File: src/rtl/timer_irq_arbiter.sv
// -----------------------------------------------------------------------------
// timer_irq_arbiter
//   Shares the core's single interrupt input among N_SRC request sources
//   (timer strobes plus an external pin). Rising edges are captured into
//   pending flags, the lowest-index enabled request is presented on irq_o,
//   a vector byte is returned after the acknowledge, and the block stays in
//   service until the handler writes STATUS (end-of-interrupt).
//
// Ports
//   clk, rst_n      system clock, asynchronous active-low reset
//   src_i           raw request lines, synchronous to clk
//   io_sel, io_we   register access strobe / write qualifier
//   io_addr         register index: 0 ENABLE, 1 PENDING (W1C), 2 VBASE,
//                   3 STATUS (write = EOI)
//   io_wdata        write data
//   io_rdata        combinational read data for io_addr
//   irq_o           interrupt request to the core
//   inta_i          one-cycle acknowledge from the core
//   vec_o           vector byte, VBASE + 2*index
//   vec_valid_o     one-cycle qualifier for vec_o
// -----------------------------------------------------------------------------
module timer_irq_arbiter #(
  parameter int N_SRC = 4
) (
  input  logic             clk,
  input  logic             rst_n,
  input  logic [N_SRC-1:0] src_i,
  input  logic             io_sel,
  input  logic             io_we,
  input  logic [1:0]       io_addr,
  input  logic [7:0]       io_wdata,
  output logic [7:0]       io_rdata,
  output logic             irq_o,
  input  logic             inta_i,
  output logic [7:0]       vec_o,
  output logic             vec_valid_o
);

  localparam logic [7:0] SRC_MASK = 8'((1 << N_SRC) - 1);

  typedef enum logic [1:0] {
    S_IDLE,
    S_REQ,
    S_VEC,
    S_SERVICE
  } state_t;

  state_t     r_state;
  state_t     w_state_nxt;

  logic [7:0] r_en;
  logic [7:0] r_pend;
  logic [7:0] r_vbase;
  logic [7:0] r_src_prev;
  logic [2:0] r_active;

  logic [7:0] w_src8;
  logic [7:0] w_rise;
  logic [7:0] w_w1c;
  logic [7:0] w_en_eff;
  logic [7:0] w_req;
  logic [7:0] w_ack_mask;
  logic       w_wr;
  logic       w_wr_en;
  logic       w_wr_pend;
  logic       w_wr_vbase;
  logic       w_wr_eoi;
  logic       w_cand_vld;
  logic [2:0] w_cand_idx;
  logic [2:0] w_active_nxt;
  logic       w_ack;
  logic       w_busy;
  logic       w_in_service;

  // Widen the source vector to 8 bits so every register works on a byte;
  // bits at or above N_SRC stay zero.
  always_comb begin
    w_src8 = '0;
    for (int unsigned i = 0; i < N_SRC; i++) begin
      w_src8[i] = src_i[i];
    end
  end

  assign w_wr       = io_sel & io_we;
  assign w_wr_en    = w_wr & (io_addr == 2'd0);
  assign w_wr_pend  = w_wr & (io_addr == 2'd1);
  assign w_wr_vbase = w_wr & (io_addr == 2'd2);
  assign w_wr_eoi   = w_wr & (io_addr == 2'd3);

  assign w_rise = w_src8 & ~r_src_prev;
  assign w_w1c  = w_wr_pend ? (io_wdata & SRC_MASK) : '0;

  // Arbitration sees an ENABLE or PENDING write in the cycle it is sampled.
  assign w_en_eff = w_wr_en ? (io_wdata & SRC_MASK) : r_en;
  assign w_req    = r_pend & ~w_w1c & w_en_eff;

  always_comb begin
    w_cand_vld = 1'b0;
    w_cand_idx = '0;
    for (int unsigned i = 0; i < 8; i++) begin
      if (!w_cand_vld && w_req[i]) begin
        w_cand_vld = 1'b1;
        w_cand_idx = 3'(i);
      end
    end
  end

  always_ff @(posedge clk or negedge rst_n) begin
    if (!rst_n) begin
      r_state <= S_IDLE;
    end else begin
      r_state <= w_state_nxt;
    end
  end

  always_comb begin
    w_state_nxt  = r_state;
    w_active_nxt = r_active;
    w_ack        = 1'b0;
    irq_o        = 1'b0;
    w_in_service = 1'b0;
    unique case (r_state)
      S_IDLE: begin
        if (w_cand_vld) begin
          w_state_nxt  = S_REQ;
          w_active_nxt = w_cand_idx;
        end
      end
      S_REQ: begin
        irq_o = 1'b1;
        if (inta_i) begin
          w_state_nxt = S_VEC;
          w_ack       = 1'b1;
        end else if (w_cand_vld) begin
          w_active_nxt = w_cand_idx;
        end else begin
          w_state_nxt = S_IDLE;
        end
      end
      S_VEC: begin
        w_state_nxt = S_SERVICE;
      end
      S_SERVICE: begin
        w_in_service = 1'b1;
        if (w_wr_eoi) begin
          w_state_nxt = S_IDLE;
        end
      end
      default: w_state_nxt = S_IDLE;
    endcase
  end

  assign w_busy     = (r_state != S_IDLE);
  assign w_ack_mask = w_ack ? (8'b1 << r_active) : '0;

  always_ff @(posedge clk or negedge rst_n) begin
    if (!rst_n) begin
      r_en        <= '0;
      r_pend      <= '0;
      r_vbase     <= '0;
      r_src_prev  <= '0;
      r_active    <= '0;
      vec_o       <= '0;
      vec_valid_o <= 1'b0;
    end else begin
      r_src_prev <= w_src8;
      r_active   <= w_active_nxt;
      // A new edge overrides both a W1C clear and the acknowledge clear.
      r_pend     <= (r_pend & ~w_w1c & ~w_ack_mask) | w_rise;
      if (w_wr_en) begin
        r_en <= io_wdata & SRC_MASK;
      end
      if (w_wr_vbase) begin
        r_vbase <= io_wdata;
      end
      if (w_ack) begin
        vec_o <= r_vbase + {4'b0000, r_active, 1'b0};
      end
      vec_valid_o <= w_ack;
    end
  end

  always_comb begin
    io_rdata = '0;
    unique case (io_addr)
      2'd0: io_rdata = r_en;
      2'd1: io_rdata = r_pend;
      2'd2: io_rdata = r_vbase;
      2'd3: io_rdata = {w_in_service, 3'b000, (w_busy ? r_active : 3'b000), w_busy};
      default: io_rdata = '0;
    endcase
  end

endmodule

File: config.mk
export PLATFORM = sky130hd
export DESIGN_NAME = timer_irq_arbiter
export DESIGN_NICKNAME = d
export VERILOG_FILES = /design/src/rtl/timer_irq_arbiter.sv
export SDC_FILE = /design/constraint.sdc
export NUM_CORES = 1
export LEC_CHECK = 0
export CORE_MARGIN = 1.5
export CORE_UTILIZATION = 56
export DETAILED_ROUTE_END_ITERATION = 16
export PLACE_DENSITY = 0.84
export SLEW_MARGIN = 10
export SYNTH_ARGS = -nofsm -noshare
export SYNTH_HDL_FRONTEND = slang
export SYNTH_SLANG_ARGS = --single-unit
File: constraint.sdc
create_clock -name clk -period 2.7 [get_ports clk]
set_input_delay 0.54 -clock clk [delete_from_list [all_inputs] [get_ports clk]]
set_output_delay 0.54 -clock clk [all_outputs]
set_load 0.1 [all_outputs]
* Word level (Yosys, flattened, before mapping)
Cells that the tools add are included.
Word-level totals: bits in registers 42, output and inout port bits 18
Cells by class: $add $sub $neg 1, equality and inequality tests 10, shift-type cells 1, muxes and demuxes 32, bitwise logic cells 13, reductions and logical operators 20
Operators by type and width (number):
- $pmux 8 s4 | 1
- $and 8x8->8 | 3
- $mux 3 | 8
- $mux 8 | 2
- $not 4->8 | 2
- $mux 1 | 13
- $mux 2 | 5
- $add 8x4->8 | 1
- $and 4x8->8 | 1
- $eq 2x2->1 const B | 4
- $not 8->8 | 1
- $or 8x8->8 | 1
- $pmux 2 s4 | 1
- $shl 1x3->8 const A | 1
- $logic_and 1x1->1 | 7
- $logic_not 1->1 | 7
- $ne 2x2->1 const B | 3
- $pmux 3 s2 | 1
- $and 1x1->1 | 5
- $eq 2x1->1 const B | 2
- $logic_not 2->1 | 2
- $mux 4 | 1
- $reduce_bool 2->1 | 2
- $ne 3x3->1 const B | 1
- 2 further kinds | 2

* Logic depth before layout (Yosys ltp)
depth in word-level cells 31, mapped depth 7, mapped depth without buffers 7

* Least setup slack after synthesis
OpenSTA, ideal clock, no wires.
path type input port to output port, start in io_addr[0], end out io_rdata[4], arrival time 3.240 ns, data required time 2.160 ns, setup slack -1.080 ns, stages on the path 4, buffers on the path 2, cells stage by stage buf_2 -> buf_1 -> mux2i_1 -> o21ai_0
On the way: word-level cells in the longest chain between the ends 2, elaborated cells on any way between the ends 5
Ends and longest elaborated chain:
- from (decl) | RTL line 30 | input logic [1:0] io_addr,
- $eq 2x2->1, or another cell as far along | RTL line 185 | unique case (io_addr)
- $pmux 8 s4 (*) | RTL line 185
- to (decl) | RTL line 32 | output logic [7:0] io_rdata,
Mark *: on every way between the ends. The rest lies on a longest branch, timed or not.

* Worst setup path after layout
start in io_addr[0], end out io_rdata[3]
Same word-level chain as after synthesis.

==> reports/results.tsv <==
stage	metric	value	unit
status	status	finished clean	
logic_synthesis	Async S/R FF share, synth	1.00	
worst_setup_path	CP max stage cell	clkdlybuf4s50_1	
sta	Least-Margin Pin Slew	0.932	ns
logic_synthesis	Post-synth EDFFs	0	
sta	final period utilization	0.964	
logic_synthesis	Mapped Avg Cell Area	9.99	um2
die	Die W	63.8	um
routing	length of the first detailed-routing pass in iterations	4	
final_layout	Cell Count, Final, Fillers Out	307	
clock_tree	post_cts resized	0	
worst_setup_path	start-to-end type of the worst setup path	in2out	
clock_tree	clock-pin transition on the worst setup and hold timing paths	0.08	ns
sta	Max Clk Rate	0.384	GHz
final_layout	nets	283	
die	die area	0.00406	mm2
logic_synthesis	synthesized area	0.00207	mm2
final_layout	n_diodes	0	
logic_synthesis	share of the yosys chip area belonging to registers	0.508	
clock_tree	CTS Hold Bufs	0	
grt	Global Route Usage Sum	0.281	
logic_synthesis	most area-hungry cell type in the Yosys netlist	dfrtp_1	
routing	Remaining DRCs	0	
grt	largest net degree at the start of global routing	43	
clock_tree	clock buffer count from CTS	5	
power_and_ir_drop	Pwr Total	2.51	mW
min_path	min-delay worst type	in2async	
grt	grt total ovfl	0	
die	Die H	63.8	um
place	placed cells	299	
logic_synthesis	synthesized net count	230	
sta	RSZ-0062 raised after global routing	no	
logic_synthesis	Yosys Warn Count	0	
sta	# setup viols final	0	
sta	post-route setup slack	0.0959	ns
routing	Via density	5.75	
worst_setup_path	Crit path required time	2.16	ns
power_and_ir_drop	Leak	1.28	nW
worst_setup_path	critical-path maximum fanout	16	
sta	Final Skew	0.00876	ns
worst_setup_path	crit-path cells	clkdlybuf4s50_1 -> buf_4 -> o211a_1 -> nand2_1 -> a21oi_2 -> buf_12	
clock_tree	clk_lat worst skew	0.30	ns
logic_synthesis	distinct cell type count after synthesis	48	
grt	number of global-route vias before repair	1804	
clock_tree	clock sinks	42	
routing	Final ANT Viol Nets	0	
logic_synthesis	Area contributors post-synth	dfrtp_1 (51%), nand2_1 (5.4%), o21ai_0 (5.1%)	
logic_synthesis	commonest cells in the netlist	dfrtp_1 (42), nand2_1 (30), o21ai_0 (21)	
worst_setup_path	Worst setup EP type	output pin	
clock_tree	htree depth	2	
logic_synthesis	top-area cell type share of the netlist area	0.508	
worst_setup_path	Worst path max stage delay	0.51	ns
worst_setup_path	Data arrival, critical path	2.06	ns
clock_tree	CTS tree	yes	
place	Area after DPL	0.00266	mm2
routing	drt wl/cell	16.7	um
final_layout	FILL cells	231	
die	Placeable Area	0.00344	mm2
logic_synthesis	most numerous cell in the Yosys netlist	dfrtp_1	
place	routability cong.	0.949	
worst_setup_path	crit path launch type	primary input	
grt	antenna violations before repair	0	
place	post-place setup slack	-0.0817	ns
power_and_ir_drop	Max VDD drop	0.507	mV
logic_synthesis	ys flop type	dfrtp_1	
routing	routed wire length	5120	um
die	I/O pin total	37	
flow_run	MaxCap Viol Count	0	
clock_tree	clock tree root buffer cell	clkbuf_8	
sta	Hold WS	0.381	ns
routing	via count	1764	
die	Starting Density	0.601	
sta	headroom to the max-slew limit	0.379	
sta	Setup TNS	0	ns
clock_tree	Post-CTS Setup Bufs	0	
sta	Final min period	2.60	ns
clock_tree	Clock Path Buffers	2	
logic_synthesis	#FFs+latches synth	42	
final_layout	Final Util	0.799	
final_layout	layout cell share with drive strength beyond 1	0.230	
place	hpwl dp	3810	um
place	Port Buffer Count	36	
routing	DRT iter0 DRCs	102	
final_layout	area delta synth->final	33.1	%
sta	Max Slew Vio Count	0	
logic_synthesis	cells after synthesis	207	
final_layout	fin area	0.00275	mm2
power_and_ir_drop	Pwr Density	911	mW/mm2
sta	final hold viol count	0	
grt	first-pass GRT wire length	8520	um
die	Rows	21	
[state kept, by name, summed over array words and instances (netlist names), named ones only]
signal	flops
r_en	8
r_state	1
r_src_prev	4
r_vbase	8
r_active	3
vec_valid_o	1
r_pend	8
vec_o	8
[per-layer routing]
layer | track usage | share of wire | up-vias
met1 | 0.338 | 0.41 | 858
met5 | 0 | 0 | -
li1 | - | - | 832
met3 | 0.0739 | 0.055 | 6
met2 | 0.479 | 0.52 | 68
met4 | 0.114 | 0.013 | 0
[cell families (layout without fill, tap and decap cells)]
family          after synthesis  count (layout)  synth area share
compound gates               60              60             0.186
simple gates                 55              55             0.125
flops                        42              42             0.508
buf+inv                      28              82            0.0551
mux                          13              13            0.0757
xor+xnor                      5               5            0.0212
fa+ha+maj                     4               4            0.0278
[cells in the final DEF (no fill, tap or decap), drive strengths merged, types with 2 or more instances in the layout]
| cell | n |
|---|---|
| a21oi | 8 |
| a22oi | 3 |
| a32oi | 2 |
| buf | 37 |
| clkbuf | 6 |
| clkdlybuf4s50 | 17 |
| dfrtp | 42 |
| ha | 3 |
| inv | 20 |
| mux2 | 5 |
| mux2i | 7 |
| nand2 | 30 |
| nor2 | 5 |
| nor2b | 6 |
| nor3 | 5 |
| o21a | 4 |
| o21ai | 25 |
| o22ai | 4 |
| o31ai | 2 |
| o32a | 2 |
| xor2 | 4 |
[area by class of cell]
class	instances	area [um2]	share of cell area
flip-flops and latches	42	1050	0.382
multi-input cells	137	927	0.337
repair buffers	54	546	0.198
clock buffers	6	82.6	0.0300
inverters	20	75.1	0.0273
well taps	46	57.6	0.0209
clock inverters	2	12.5	0.00455
[power by group]
group          total [mW]  internal (mW)  switching, mW
clock network       0.419          0.205          0.213
logic                1.20          0.356          0.846
registers           0.885          0.756          0.129
total                2.51           1.32           1.19
[worst max-delay path, delay by kind of cell]
family          cells  cell delay (ns)
buf+inv             3             0.95
simple gates        1             0.09
compound gates      2             0.48
[worst paths after layout]
path	from	end	slack (ns)	depth (start not counted)
setup / recovery	io_addr[0]	io_rdata[3]	0.1	6
max in group asynchronous	rst_n	r_vbase[4]$_DFFE_PN0P_	1.75	1
min in group clk	r_src_prev[2]$_DFF_PN0_	r_pend[2]$_DFF_PN0_	0.43	1
hold reg to reg	r_src_prev[2]$_DFF_PN0_	r_pend[2]$_DFF_PN0_	0.43	1
hold / removal	rst_n	r_vbase[3]$_DFFE_PN0P_	0.38	1
setup reg to reg	r_active[0]$_DFFE_PN0P_	vec_o[7]$_DFFE_PN0P_	0.75	7
Power figures use the tool's default switching activity.
